$ cat src/rtl/parallel_converter_n_to_1.sv
// -----------------------------------------------------------------------------
// parallel_converter_n_to_1
//
// Serializes an N_LANES-wide bus of coded blocks into single blocks, one block
// per accepted strobe (i_enable & i_valid). Lane 0 sits in the bus MSBs and is
// emitted first. i_data is captured only on the strobe that starts a word. The
// remaining lanes are then emitted from an internal shift buffer.
//
// Ports:
//   i_clock   - system clock, rising edge
//   i_reset   - asynchronous, active-high reset
//   i_enable  - global enable; low freezes counter, buffer and o_data
//   i_valid   - output-slot strobe; each accepted strobe consumes one lane
//   i_data    - parallel bus; lane k = i_data[NB_DATA_BUS-1-k*LEN_CODED_BLOCK -: LEN_CODED_BLOCK]
//   o_load    - high when the next accepted strobe loads a new bus word
//   o_valid   - output block valid (registered accepted strobe)
//   o_data    - serialized block
//   o_lane_id - lane index of o_data. Present only when the macro
//               PARALLEL_CONVERTER_N_TO_1_LANE_ID_EN is defined.
// -----------------------------------------------------------------------------
module parallel_converter_n_to_1 #(
  parameter int LEN_CODED_BLOCK = 66,
  parameter int N_LANES         = 20,
  parameter int NB_DATA_BUS     = 1320
) (
  input  logic                       i_clock,
  input  logic                       i_reset,
  input  logic                       i_enable,
  input  logic                       i_valid,
  input  logic [NB_DATA_BUS-1:0]     i_data,
  output logic                       o_load,
  output logic                       o_valid,
  output logic [LEN_CODED_BLOCK-1:0] o_data
`ifdef PARALLEL_CONVERTER_N_TO_1_LANE_ID_EN
  ,
  output logic [$clog2(N_LANES)-1:0] o_lane_id
`endif
);

  localparam int NB_COUNT = $clog2(N_LANES);
  localparam logic [NB_COUNT-1:0] LAST_LANE = NB_COUNT'(N_LANES - 1);

  logic [NB_COUNT-1:0]        count;
  logic [NB_COUNT-1:0]        count_next;
  logic [NB_DATA_BUS-1:0]     buffer;
  logic [NB_DATA_BUS-1:0]     buffer_next;
  logic [LEN_CODED_BLOCK-1:0] data_next;
  logic                       accept;
  logic                       at_load;

  always_comb begin
    accept      = i_enable & i_valid;
    at_load     = (count == '0);
    o_load      = at_load;
    count_next  = count;
    buffer_next = buffer;
    data_next   = o_data;
    if (accept) begin
      if (at_load) begin
        // Lane 0 goes straight out. Lanes 1..N-1 are parked MSB-aligned in the buffer.
        data_next   = i_data[NB_DATA_BUS-1 -: LEN_CODED_BLOCK];
        buffer_next = {i_data[NB_DATA_BUS-LEN_CODED_BLOCK-1:0], {LEN_CODED_BLOCK{1'b0}}};
      end else begin
        data_next   = buffer[NB_DATA_BUS-1 -: LEN_CODED_BLOCK];
        buffer_next = {buffer[NB_DATA_BUS-LEN_CODED_BLOCK-1:0], {LEN_CODED_BLOCK{1'b0}}};
      end
      count_next = (count == LAST_LANE) ? '0 : count + NB_COUNT'(1);
    end
  end

  always_ff @(posedge i_clock or posedge i_reset) begin
    if (i_reset) begin
      count   <= '0;
      buffer  <= '0;
      o_data  <= '0;
      o_valid <= 1'b0;
    end else begin
      count   <= count_next;
      buffer  <= buffer_next;
      o_data  <= data_next;
      o_valid <= accept;
    end
  end

`ifdef PARALLEL_CONVERTER_N_TO_1_LANE_ID_EN
  always_ff @(posedge i_clock or posedge i_reset) begin
    if (i_reset) begin
      o_lane_id <= '0;
    end else if (accept) begin
      o_lane_id <= count;
    end
  end
`endif

endmodule

$ cat config.mk
export PLATFORM = sky130hd
export DESIGN_NAME = parallel_converter_n_to_1
export DESIGN_NICKNAME = d
export VERILOG_FILES = /design/src/rtl/parallel_converter_n_to_1.sv
export SDC_FILE = /design/constraint.sdc
export NUM_CORES = 2
export LEC_CHECK = 0
export ABC_AREA = 1
export BUFFER_PORTS_ARGS = -buffer_cell sky130_fd_sc_hd__buf_4
export CAP_MARGIN = 20
export CORE_AREA = 2 2 541 543
export CTS_CLUSTER_SIZE = 40
export DETAILED_ROUTE_END_ITERATION = 7
export DIE_AREA = 0 0 543 545
export SYNTH_ARGS = -nofsm -noshare
export SYNTH_HDL_FRONTEND = slang
export SYNTH_SLANG_ARGS = --single-unit
$ cat constraint.sdc
create_clock -name i_clock -period 116.2 [get_ports i_clock]
set_clock_uncertainty 0.05 [all_clocks]
set_input_delay 23.24 -clock i_clock [delete_from_list [all_inputs] [get_ports i_clock]]
set_output_delay 23.24 -clock i_clock [all_outputs]
set_load 0.02 [all_outputs]
==> flow_metrics.py <==
metrics = {
    "run_status": {
        "status": "completed",
    },
    "synth": {
        "postSynthAreaPerCell_um2": 6.68,
        "synthSimpleGateAreaFrac_pct": 36.8,
        "syn-num-nets": 12300,
        "yosysWarnings": 0,
        "ys_seq_elements": 1326,
        "synth_xor_area_share_pct": 0.0119,
        "synthesis.instances": 11000,
        "synth.distinct_cells": 20,
        "syn-cell-area_um2": 73500,
        "yosys.area_share.adder_pct": 0.0341,
        "synth_compound_area_share_pct": 0.583,
        "synthMuxAreaShare_pct": 0,
        "seq_area_frac_synth_pct": 45.2,
        "synth_top_family_by_area": "simple AND/OR/NAND/NOR gates",
    },
    "clock_network": {
        "ctsLongestPathBuffers": 4,
        "clock_sinks": 1326,
        "ctsHoldBuffers": 0,
        "cts_resized": 0,
        "cts-buffers-inserted": 167,
        "clock_latency_ps": 830,
        "cts_setup_buffers": 0,
        "clk_pin_slew_ps": 60,
        "cts_tree": "built",
        "cts_root_buf": "clkbuf_16",
        "htree_levels": 4,
    },
    "timing": {
        "worst_pin_slew_ps": 1120,
        "slew_viol_final": 0,
        "max_freq_ghz": 0.0351,
        "period_needed_ps": 28470,
        "setup_ws_ps": 87730,
        "slew_headroom_pct": 25.1,
        "rsz0062_at_grt": "false",
        "finalSetupTns_ps": 0,
        "fin_crit_sh_pct": 24.5,
        "whs_ps": 424,
        "finalSetupViolCount": 0,
        "hold_viol": 0,
    },
    "routing": {
        "ant_nets": 0,
        "dr.pass1.iters": 6,
        "vias": 72500,
        "drt-total-wl_um": 336000,
        "drtIter0Drc": 6657,
        "wl_per_cell_um": 21.0,
        "wl_met3_um": 22700,
        "via_per_inst": 4.54,
        "wl_met2_um": 154000,
        "top_layer_used": "met5",
        "drc": 0,
        "wl_met1_um": 142000,
    },
    "critical_path": {
        "end_kind": "flip-flop",
        "critPathLaunchType": "input pin",
        "path_class": "in -> reg",
        "arrival_ps": 29150,
        "cp_max_fo": 167,
        "cp.required_ps": 116880,
    },
    "placed_design": {
        "post-dp-hpwl_um": 250000,
        "post-place-ws_ps": 87090,
        "gp_congestion": 0.932,
        "port_buffers": 1391,
        "placed_area_um2": 86300,
    },
    "power_and_ir_drop": {
        "ir_drop_mv": 0.0249,
        "p_per_area_nw_per_um2": 25.9,
        "power_leakage_nw": 55.2,
    },
    "cells_and_area": {
        "final_cell_mix": "3,835 x nand2_1, 2,514 x nand3_1, 2,513 x inv_1",
        "nets": 13200,
        "final_util_pct": 31.7,
        "drive_above_1_share_pct": 14.5,
        "fill_cells": 32200,
        "design_area_um2": 92000,
        "layout_commonest_cell": "nand2_1",
        "multi_input_area_um2": 27500,
        "seq_area_um2": 33200,
        "areaGrowthSynthToFinish_pct": 25.2,
    },
    "die": {
        "rows": 198,
        "top_level_ports": 1392,
        "initial_core_util_pct": 25.3,
        "die-area_um2": 296000,
        "die_w_um": 543,
        "coreArea_um2": 290000,
        "fp.dieH_um": 545,
    },
    "grt": {
        "grt_pass1_vias": 69400,
        "grt_max_degree": 202,
        "grt_pass1_wl_um": 479000,
        "grt_usage_pct": 22.0,
        "overflow": 0,
        "antenna_found_initial": 51,
    },
    "min_path": {
        "min_path_type": "reg -> reg",
    },
    "job": {
        "max_cap_viol_count": 0,
    },
}
==> path summary, 6_finish.rpt <==
kind                        startpoint            to  slack (ps)  cells past startpoint
min in group asynchronous      i_reset    o_data[54]       22480                      2
setup reg to reg              count[0]  buffer[1116]      110720                     12
hold reg to reg            buffer[472]   buffer[472]         420                      2
setup / recovery              i_enable   buffer[129]       87730                     10
max in group asynchronous      i_reset   buffer[880]       88490                      8
hold / removal             buffer[472]   buffer[472]         420                      2
==> registers in the layout, indices dropped and copies added, names as in the netlist <==
signal,flops
count,5
o_valid,1
buffer,1254
o_data,66
==> per-stage QoR <==
stage                     std cells  total power, mW
after floorplan               11000             1.44
after detailed placement      15700             1.85
after global routing          16000             2.55
after CTS                     16000             2.40
after global placement        15700             1.84
final                         16000             2.38
==> per-layer routing <==
metal	global-route usage (%)	vias up
li1	-	34600
met1	29.3	34300
met2	34.8	3070
met3	3.08	524
met4	10.9	6
met5	0	-
==> cell type report <==
class / count / area share [%]
clock buffers: 250 / 5.36
clock inverters: 49 / 0.677
inverters: 2515 / 10.3
repair buffers: 1483 / 12.3
well taps: 3900 / 5.30
diodes: 21 / 0.0571
multi-input cells: 6430 / 29.9
flip-flops and latches: 1326 / 36.1
==> report_power, final <==
part           switching (mW)  internal, mW  leakage (nW)
logic                   0.732         0.295          35.5
clock network           0.225         0.317          2.72
registers               0.139         0.673          16.9
==> cells by family (layout without fill, tap and decap cells) <==
kind of cell | count (synthesis) | after routing
and+or+nand+nor | 6358 | 6358
buffers and inverters | 3233 | 4297
DFF | 1326 | 1326
AOI/OAI and AO/OA | 69 | 69
adders and majority gates | 2 | 2
xor gates and xnor gates | 1 | 1
other | 0 | 21
==> critical path, stage by stage <==
cell	delay, ps
buf_4	90
nand2_4	360
inv_8	790
buf_12	610
buf_4	740
buf_4	740
buf_4	810
buf_4	830
nand2_1	140
o22ai_1	170
==> synth_stat cells (all sizes together) <==
| master | count | share of area (%) |
|---|---|---|
| buf | 448 | 3.1 |
| clkbuf | 270 | 1.4 |
| dfrtp | 1326 | 45 |
| ha | 2 | 0.034 |
| inv | 2515 | 13 |
| nand2 | 3837 | 20 |
| nand3 | 2514 | 17 |
| nand3b | 1 | 0.010 |
| nand4 | 1 | 0.0085 |
| nor2 | 5 | 0.058 |
| o21ai | 3 | 0.020 |
| o22ai | 66 | 0.56 |
| xor2 | 1 | 0.012 |
(Power assumes the default switching activity.)
